[src/rtl/rv_wb_pkg.sv]
// Shared types for the writeback arbiter: widths, source ids and FIFO entry.
// Optional bypass feature is selected with RV_WB_BYPASS_EN.
package rv_wb_pkg;

    localparam int XLEN      = 64;
    localparam int REG_IDX_W = 5;

    typedef enum logic {
        SRC_ALU,
        SRC_LSU
    } wb_src_e;

    typedef struct packed {
        logic [REG_IDX_W-1:0] rd;
        logic [XLEN-1:0]      data;
    } wb_entry_t;

endpackage

[src/rtl/rv_wb_arbiter_if.sv]
// Producer, regfile-write and hazard-query signals of the writeback arbiter.
// slave = arbiter view, master = surrounding pipeline view.
interface rv_wb_arbiter_if;
    import rv_wb_pkg::*;

    logic                 alu_valid;
    logic                 alu_ready;
    logic [REG_IDX_W-1:0] alu_rd;
    logic [XLEN-1:0]      alu_data;
    logic                 lsu_valid;
    logic                 lsu_ready;
    logic [REG_IDX_W-1:0] lsu_rd;
    logic [XLEN-1:0]      lsu_data;
    logic                 write;
    logic [REG_IDX_W-1:0] writeR;
    logic [XLEN-1:0]      write_data;
    logic [REG_IDX_W-1:0] rs1;
    logic [REG_IDX_W-1:0] rs2;
    logic                 rs1_pending;
    logic                 rs2_pending;
    logic                 rs1_byp_hit;
    logic                 rs2_byp_hit;
    logic [XLEN-1:0]      rs1_byp_data;
    logic [XLEN-1:0]      rs2_byp_data;
    logic                 busy;

    modport slave (
        input  alu_valid, alu_rd, alu_data,
        input  lsu_valid, lsu_rd, lsu_data,
        input  rs1, rs2,
        output alu_ready, lsu_ready,
        output write, writeR, write_data,
        output rs1_pending, rs2_pending,
        output rs1_byp_hit, rs2_byp_hit,
        output rs1_byp_data, rs2_byp_data,
        output busy
    );

    modport master (
        output alu_valid, alu_rd, alu_data,
        output lsu_valid, lsu_rd, lsu_data,
        output rs1, rs2,
        input  alu_ready, lsu_ready,
        input  write, writeR, write_data,
        input  rs1_pending, rs2_pending,
        input  rs1_byp_hit, rs2_byp_hit,
        input  rs1_byp_data, rs2_byp_data,
        input  busy
    );

endinterface

[src/rtl/rv_wb_fifo.sv]
// Registered per-source result FIFO (no fall-through).
// Exposes every slot's rd and occupancy so hazard logic can scan it.
module rv_wb_fifo
    import rv_wb_pkg::*;
#(
    parameter int DEPTH = 2
) (
    input  logic                             clk,
    input  logic                             rst,
    input  logic                             push,
    input  logic                             pop,
    input  wb_entry_t                        din,
    output wb_entry_t                        dout,
    output logic                             full,
    output logic                             empty,
    output logic [DEPTH-1:0][REG_IDX_W-1:0]  rd_vec,
    output logic [DEPTH-1:0]                 vld_vec
);

    localparam int AW = $clog2(DEPTH);

    wb_entry_t [DEPTH-1:0] mem_q, mem_d;
    logic [AW-1:0]         wr_ptr_q, wr_ptr_d;
    logic [AW-1:0]         rd_ptr_q, rd_ptr_d;
    logic [AW:0]           cnt_q, cnt_d;

    always_comb begin
        mem_d    = mem_q;
        wr_ptr_d = wr_ptr_q;
        rd_ptr_d = rd_ptr_q;
        if (push) begin
            mem_d[wr_ptr_q] = din;
            wr_ptr_d        = wr_ptr_q + 1'b1;
        end
        if (pop) begin
            rd_ptr_d = rd_ptr_q + 1'b1;
        end
        cnt_d = cnt_q + (AW+1)'(push) - (AW+1)'(pop);
    end

    always_ff @(posedge clk or posedge rst) begin
        if (rst) begin
            mem_q    <= '0;
            wr_ptr_q <= '0;
            rd_ptr_q <= '0;
            cnt_q    <= '0;
        end else begin
            mem_q    <= mem_d;
            wr_ptr_q <= wr_ptr_d;
            rd_ptr_q <= rd_ptr_d;
            cnt_q    <= cnt_d;
        end
    end

    assign dout  = mem_q[rd_ptr_q];
    assign full  = (cnt_q == (AW+1)'(DEPTH));
    assign empty = (cnt_q == '0);

    // A slot is live when its distance from the read pointer is below count.
    always_comb begin
        logic [AW-1:0] off;
        off = '0;
        for (int i = 0; i < DEPTH; i++) begin
            off        = AW'(i) - rd_ptr_q;
            vld_vec[i] = ({1'b0, off} < cnt_q);
            rd_vec[i]  = mem_q[i].rd;
        end
    end

endmodule

[src/rtl/rv_wb_arbiter.sv]
// Writeback stage: buffers ALU/LSU results, round-robin onto the regfile port,
// and reports pending destinations. RV_WB_BYPASS_EN adds an output-stage bypass.
module rv_wb_arbiter
    import rv_wb_pkg::*;
#(
    parameter int FIFO_DEPTH = 2
) (
    input  logic            clk,
    input  logic            rst,
    rv_wb_arbiter_if.slave  bus
);

    wb_entry_t alu_in, lsu_in, alu_out, lsu_out;
    logic      alu_push, lsu_push, alu_pop, lsu_pop;
    logic      alu_full, lsu_full, alu_empty, lsu_empty;

    logic [FIFO_DEPTH-1:0][REG_IDX_W-1:0] alu_rds, lsu_rds;
    logic [FIFO_DEPTH-1:0]                alu_vld, lsu_vld;

    logic                 write_q, write_d;
    logic [REG_IDX_W-1:0] writeR_q, writeR_d;
    logic [XLEN-1:0]      write_data_q, write_data_d;
    wb_src_e              last_grant_q, last_grant_d;

    assign alu_in   = '{rd: bus.alu_rd, data: bus.alu_data};
    assign lsu_in   = '{rd: bus.lsu_rd, data: bus.lsu_data};
    assign alu_push = bus.alu_valid && !alu_full;
    assign lsu_push = bus.lsu_valid && !lsu_full;

    rv_wb_fifo #(.DEPTH(FIFO_DEPTH)) u_alu_fifo (
        .clk(clk), .rst(rst),
        .push(alu_push), .pop(alu_pop), .din(alu_in),
        .dout(alu_out), .full(alu_full), .empty(alu_empty),
        .rd_vec(alu_rds), .vld_vec(alu_vld)
    );

    rv_wb_fifo #(.DEPTH(FIFO_DEPTH)) u_lsu_fifo (
        .clk(clk), .rst(rst),
        .push(lsu_push), .pop(lsu_pop), .din(lsu_in),
        .dout(lsu_out), .full(lsu_full), .empty(lsu_empty),
        .rd_vec(lsu_rds), .vld_vec(lsu_vld)
    );

    always_comb begin
        alu_pop      = 1'b0;
        lsu_pop      = 1'b0;
        write_d      = 1'b0;
        writeR_d     = writeR_q;
        write_data_d = write_data_q;
        last_grant_d = last_grant_q;
        unique case (1'b1)
            (!alu_empty && (lsu_empty || last_grant_q == SRC_LSU)): begin
                alu_pop      = 1'b1;
                write_d      = (alu_out.rd != '0);
                writeR_d     = alu_out.rd;
                write_data_d = alu_out.data;
                last_grant_d = SRC_ALU;
            end
            (!lsu_empty && (alu_empty || last_grant_q == SRC_ALU)): begin
                lsu_pop      = 1'b1;
                write_d      = (lsu_out.rd != '0);
                writeR_d     = lsu_out.rd;
                write_data_d = lsu_out.data;
                last_grant_d = SRC_LSU;
            end
            default: ;
        endcase
    end

    always_ff @(posedge clk or posedge rst) begin
        if (rst) begin
            write_q      <= 1'b0;
            writeR_q     <= '0;
            write_data_q <= '0;
            last_grant_q <= SRC_LSU;
        end else begin
            write_q      <= write_d;
            writeR_q     <= writeR_d;
            write_data_q <= write_data_d;
            last_grant_q <= last_grant_d;
        end
    end

    function automatic logic fifo_hit(
        input logic [REG_IDX_W-1:0]                 rs,
        input logic [FIFO_DEPTH-1:0][REG_IDX_W-1:0] rds,
        input logic [FIFO_DEPTH-1:0]                vld
    );
        logic hit;
        hit = 1'b0;
        for (int i = 0; i < FIFO_DEPTH; i++) begin
            hit = hit | (vld[i] && rds[i] == rs);
        end
        return hit;
    endfunction

    logic rs1_fifo, rs2_fifo, rs1_out, rs2_out;

    assign rs1_fifo = fifo_hit(bus.rs1, alu_rds, alu_vld)
                    | fifo_hit(bus.rs1, lsu_rds, lsu_vld);
    assign rs2_fifo = fifo_hit(bus.rs2, alu_rds, alu_vld)
                    | fifo_hit(bus.rs2, lsu_rds, lsu_vld);

`ifdef RV_WB_BYPASS_EN
    // The regfile reads before it writes, so the output stage is forwarded.
    assign rs1_out          = 1'b0;
    assign rs2_out          = 1'b0;
    assign bus.rs1_byp_hit  = write_q && writeR_q == bus.rs1 && bus.rs1 != '0;
    assign bus.rs2_byp_hit  = write_q && writeR_q == bus.rs2 && bus.rs2 != '0;
    assign bus.rs1_byp_data = write_data_q;
    assign bus.rs2_byp_data = write_data_q;
`else
    assign rs1_out          = write_q && writeR_q == bus.rs1;
    assign rs2_out          = write_q && writeR_q == bus.rs2;
    assign bus.rs1_byp_hit  = 1'b0;
    assign bus.rs2_byp_hit  = 1'b0;
    assign bus.rs1_byp_data = '0;
    assign bus.rs2_byp_data = '0;
`endif

    assign bus.rs1_pending = (bus.rs1 != '0) && (rs1_fifo || rs1_out);
    assign bus.rs2_pending = (bus.rs2 != '0) && (rs2_fifo || rs2_out);

    assign bus.alu_ready  = !alu_full;
    assign bus.lsu_ready  = !lsu_full;
    assign bus.write      = write_q;
    assign bus.writeR     = writeR_q;
    assign bus.write_data = write_data_q;
    assign bus.busy       = !alu_empty || !lsu_empty || write_q;

endmodule

[src/flat_wrapper.sv]
// flat-port wrapper written by rule: the top's interface ports become plain ports
module rv_wb_arbiter_flat import rv_wb_pkg::*;
#(
    parameter int FIFO_DEPTH = 2
)
  (clk, rst, bus_alu_valid, bus_alu_rd, bus_alu_data, bus_lsu_valid, bus_lsu_rd, bus_lsu_data, bus_rs1, bus_rs2, bus_alu_ready, bus_lsu_ready, bus_write, bus_writeR, bus_write_data, bus_rs1_pending, bus_rs2_pending, bus_rs1_byp_hit, bus_rs2_byp_hit, bus_rs1_byp_data, bus_rs2_byp_data, bus_busy);
  rv_wb_arbiter_if bus_i ();
  input  logic clk;
  input  logic rst;
  input wire logic [$bits(bus_i.alu_valid)-1:0] bus_alu_valid;
  input wire logic [$bits(bus_i.alu_rd)-1:0] bus_alu_rd;
  input wire logic [$bits(bus_i.alu_data)-1:0] bus_alu_data;
  input wire logic [$bits(bus_i.lsu_valid)-1:0] bus_lsu_valid;
  input wire logic [$bits(bus_i.lsu_rd)-1:0] bus_lsu_rd;
  input wire logic [$bits(bus_i.lsu_data)-1:0] bus_lsu_data;
  input wire logic [$bits(bus_i.rs1)-1:0] bus_rs1;
  input wire logic [$bits(bus_i.rs2)-1:0] bus_rs2;
  output wire logic [$bits(bus_i.alu_ready)-1:0] bus_alu_ready;
  output wire logic [$bits(bus_i.lsu_ready)-1:0] bus_lsu_ready;
  output wire logic [$bits(bus_i.write)-1:0] bus_write;
  output wire logic [$bits(bus_i.writeR)-1:0] bus_writeR;
  output wire logic [$bits(bus_i.write_data)-1:0] bus_write_data;
  output wire logic [$bits(bus_i.rs1_pending)-1:0] bus_rs1_pending;
  output wire logic [$bits(bus_i.rs2_pending)-1:0] bus_rs2_pending;
  output wire logic [$bits(bus_i.rs1_byp_hit)-1:0] bus_rs1_byp_hit;
  output wire logic [$bits(bus_i.rs2_byp_hit)-1:0] bus_rs2_byp_hit;
  output wire logic [$bits(bus_i.rs1_byp_data)-1:0] bus_rs1_byp_data;
  output wire logic [$bits(bus_i.rs2_byp_data)-1:0] bus_rs2_byp_data;
  output wire logic [$bits(bus_i.busy)-1:0] bus_busy;
  assign bus_i.alu_valid = bus_alu_valid;
  assign bus_i.alu_rd = bus_alu_rd;
  assign bus_i.alu_data = bus_alu_data;
  assign bus_i.lsu_valid = bus_lsu_valid;
  assign bus_i.lsu_rd = bus_lsu_rd;
  assign bus_i.lsu_data = bus_lsu_data;
  assign bus_i.rs1 = bus_rs1;
  assign bus_i.rs2 = bus_rs2;
  assign bus_alu_ready = bus_i.alu_ready;
  assign bus_lsu_ready = bus_i.lsu_ready;
  assign bus_write = bus_i.write;
  assign bus_writeR = bus_i.writeR;
  assign bus_write_data = bus_i.write_data;
  assign bus_rs1_pending = bus_i.rs1_pending;
  assign bus_rs2_pending = bus_i.rs2_pending;
  assign bus_rs1_byp_hit = bus_i.rs1_byp_hit;
  assign bus_rs2_byp_hit = bus_i.rs2_byp_hit;
  assign bus_rs1_byp_data = bus_i.rs1_byp_data;
  assign bus_rs2_byp_data = bus_i.rs2_byp_data;
  assign bus_busy = bus_i.busy;
  rv_wb_arbiter #(.FIFO_DEPTH(FIFO_DEPTH)) u_core (.clk(clk), .rst(rst), .bus(bus_i));
endmodule
[config.mk]
export PLATFORM = sky130hd
export DESIGN_NAME = rv_wb_arbiter_flat
export DESIGN_NICKNAME = d
export VERILOG_FILES = /design/src/rtl/rv_wb_pkg.sv /design/src/rtl/rv_wb_arbiter_if.sv /design/src/rtl/rv_wb_fifo.sv /design/src/rtl/rv_wb_arbiter.sv /design/src/flat_wrapper.sv
export SDC_FILE = /design/constraint.sdc
export NUM_CORES = 1
export LEC_CHECK = 0
export CAP_MARGIN = 20
export CORE_MARGIN = 2
export CORE_UTILIZATION = 50
export DETAILED_ROUTE_END_ITERATION = 7
export PLACE_DENSITY = 0.9
export SLEW_MARGIN = 20
export SYNTH_ARGS = -nofsm -noshare
export SYNTH_HDL_FRONTEND = slang
export SYNTH_SLANG_ARGS = --single-unit
[constraint.sdc]
create_clock -name clk -period 14 [get_ports clk]
set_input_delay 2.1 -clock clk [delete_from_list [all_inputs] [get_ports clk]]
set_output_delay 2.1 -clock clk [all_outputs]
set_load 0.03 [all_outputs]
==> reports/metrics.cfg <==
[clock_network]
cts_tree = yes
htreeDepth = 2
cts_buffers = 39
path_clk_slew_ps = 50
cts_resized = 0
clk_latency_ps = 530
cts_root_buffer = clkbuf_16
cts_buffer_depth = 3
post_cts_buffers = 0
cts_sinks = 355
hold_buffers = 0

[critical_path]
worstPathMaxFanout = 6
timing.reg2reg.setup_slack_ps = 10340
crit_type = in2out
crit_path_end_kind = output port
r2r_cells = 9
r2r_start = u_core.u_alu_fifo.cnt_q[1]
worst_ep_arrival_time_ps = 4620
cp_data_required_time_ps = 11900
start_kind = input port
rr_endpoint = u_core.u_lsu_fifo.cnt_q[1]

[place]
dpl.cell_count = 1855
dp_hpwl_um = 26300
io_buffers = 226
gp_congestion = 0.842

[min_path]
whs_path_depth = 1
hold_class = reg2reg
holdPathEnd = u_core.u_lsu_fifo.mem_q[40]
hold_start = u_core.u_lsu_fifo.mem_q[40]

[logic_synthesis]
ys_warn_count = 0
synthArstFlopShare_pct = 100
synthFlopType = dfrtp_1
synth_top_area_cell = dfrtp_1
syn-cell-area_um2 = 16800
synth_area_leaders = dfrtp_1, mux2_2, buf_4
ys_ff_latch = 355
synth.distinct_cells = 38
yosys.area.top_type_share_pct = 52.6
synth_edf_count = 0
syn_area_per_cell_um2 = 13.4
yosysSeqAreaShare_pct = 52.8
syn_inst = 1256

[die]
core_area_um2 = 33400
start_util_pct = 50.5
io_pins = 357
dieWidth_um = 188
rows = 67
die_area_um2 = 35200
die_h_um = 188

[flow_run]
cap_violations = 0

[grt]
grt_pass1_vias = 11300
antenna_found_initial = 3
overflow = 0
grt_util_all_layers_pct = 23.7
grt_max_degree = 159
grt.met3_usage_pct = 4.79
met1_usage_pct = 30.5
grt_pass1_wl_um = 65300
met2_usage_pct = 39.5
grt.busiest_layer = met2

[route]
post_drt_wl_per_cell_um = 21.5
ant_nets = 0
drc = 0
drt-vias-per-instance = 5.53
dr.pass1.iters = 5
routed_wl_um = 41300
drt_iter0_drc = 545
vias = 10600

[layout]
multi_input_area_um2 = 7060
area_growth_pct = 20.3
seq_area_um2 = 8890
fin_nets = 1604
fillers = 2491
fin_util_pct = 60.7
instances_no_fill = 1923
drive_above_1_share_pct = 29.1

[sta]
slew_violations = 0
fmax_mhz = 149
rsz0062_at_grt = false
tightestPinTransition_ps = 952
period_minus_slack_ps = 6720
hold_slack_ps = 500
skew_ps = 10.9
slew-limit-headroom_pct = 36.5
tns_ps = 0
fin_crit_sh_pct = 48.0
finalHoldViolCount = 0
setup-violations-final = 0

[power]
p_leak_nw = 8.72
power.density_nw_per_um2 = 265
ir_drop_mv = 0.147

[run_status]
status = finished, final reports clean

report_power, final:
group / internal (W) / switching (W)
logic: 0.00119 / 0.00116
registers: 0.00157 / 0.000385
clock network: 0.000655 / 0.000415
total: 0.00341 / 0.00195
worst max path at each step:
stage	cells after the start	from	to
6_report	6	bus_rs2[2]	bus_rs2_pending
5_1_grt	6	bus_rs2[2]	bus_rs2_pending
4_1_cts	6	bus_rs2[2]	bus_rs2_pending
3_5_place_dp	6	bus_rs2[2]	bus_rs2_pending
3_3_place_gp	6	bus_rs2[2]	bus_rs2_pending
2_1_floorplan	1	rst	u_core.bus.write
critical path: stages:
cell             delay (ps)
clkdlybuf4s50_1         590
xor2_1                  220
or4_1                   500
o311a_1                 310
a21oi_1                 150
clkdlybuf4s50_1         750
synthesized netlist by cell type (7+ instances only):
| cell | number |
|---|---|
| buf_4 | 142 |
| buf_2 | 39 |
| mux2i_1 | 69 |
| nor3_1 | 75 |
| clkbuf_1 | 32 |
| nor4_1 | 7 |
| nor2_1 | 11 |
| xnor2_1 | 27 |
| dfrtp_1 | 354 |
| a221o_1 | 67 |
| a21oi_1 | 9 |
| mux2_2 | 344 |
| xor2_1 | 30 |
metal layers:
| metal | vias up | share of wire (%) |
|---|---|---|
| met5 | - | 0 |
| met4 | 0 | 3.5 |
| met3 | 89 | 6.1 |
| met2 | 417 | 49 |
| met1 | 5477 | 41 |
| li1 | 4659 | - |
per-stage QoR:
| stage | power, W | cell area [um2] | setup WS (ps) |
|---|---|---|---|
| after detailed placement | 0.00429 | 18900 | 7280 |
| final | 0.00537 | 20300 | 7280 |
| after floorplan | 0.00362 | 17300 | 2050 |
| after CTS | 0.00540 | 20200 | 7270 |
| after global routing | 0.00567 | 20300 | 7220 |
| after global placement | 0.00417 | 18900 | 7280 |
layout by cell type (no fill, tap or decap), types with 6 or more instances in the layout:
cell type and n:
dfrtp_1 352, nor3_1 75, clkdlybuf4s50_1 226, nor2_1 9
xor2_1 30, bufinv_16 6, buf_4 11, clkbuf_16 40
nor4_1 7, xnor2_1 27, mux2i_1 69, clkbuf_1 6
a21oi_1 9, conb_1 130, a221o_1 67, mux2_2 344
sequential cells by signal (all words and copies together) (netlist names), 2 cells and up:
| signal | count |
|---|---|
| u_core.u_alu_fifo.mem_q | 128 |
| u_core.u_alu_fifo.rd_vec | 10 |
| u_core.u_lsu_fifo.cnt_q | 2 |
| u_core.bus.write_data | 64 |
| u_core.u_lsu_fifo.rd_vec | 10 |
| u_core.bus.writeR | 5 |
| u_core.u_alu_fifo.cnt_q | 2 |
| u_core.u_lsu_fifo.mem_q | 128 |
cells by family after synthesis:
family / synth area share, %
AOI/OAI and AO/OA: 4.77
xor gates and xnor gates: 2.96
adders and majority gates: 0.297
buffers and inverters: 8.47
DFF: 52.8
muxes: 27.1
other: 0.0223
and+or+nand+nor: 3.61
layout make-up:
class | instances | area share [%]
clock inverter | 15 | 1.22
inverter | 6 | 0.173
clock buffer | 50 | 5.32
sequential | 355 | 43.9
tap | 448 | 2.77
multi-input combinational | 807 | 34.8
timing repair buffer | 239 | 11.8
antenna | 3 | 0.0371
(Power assumes the default switching activity.)
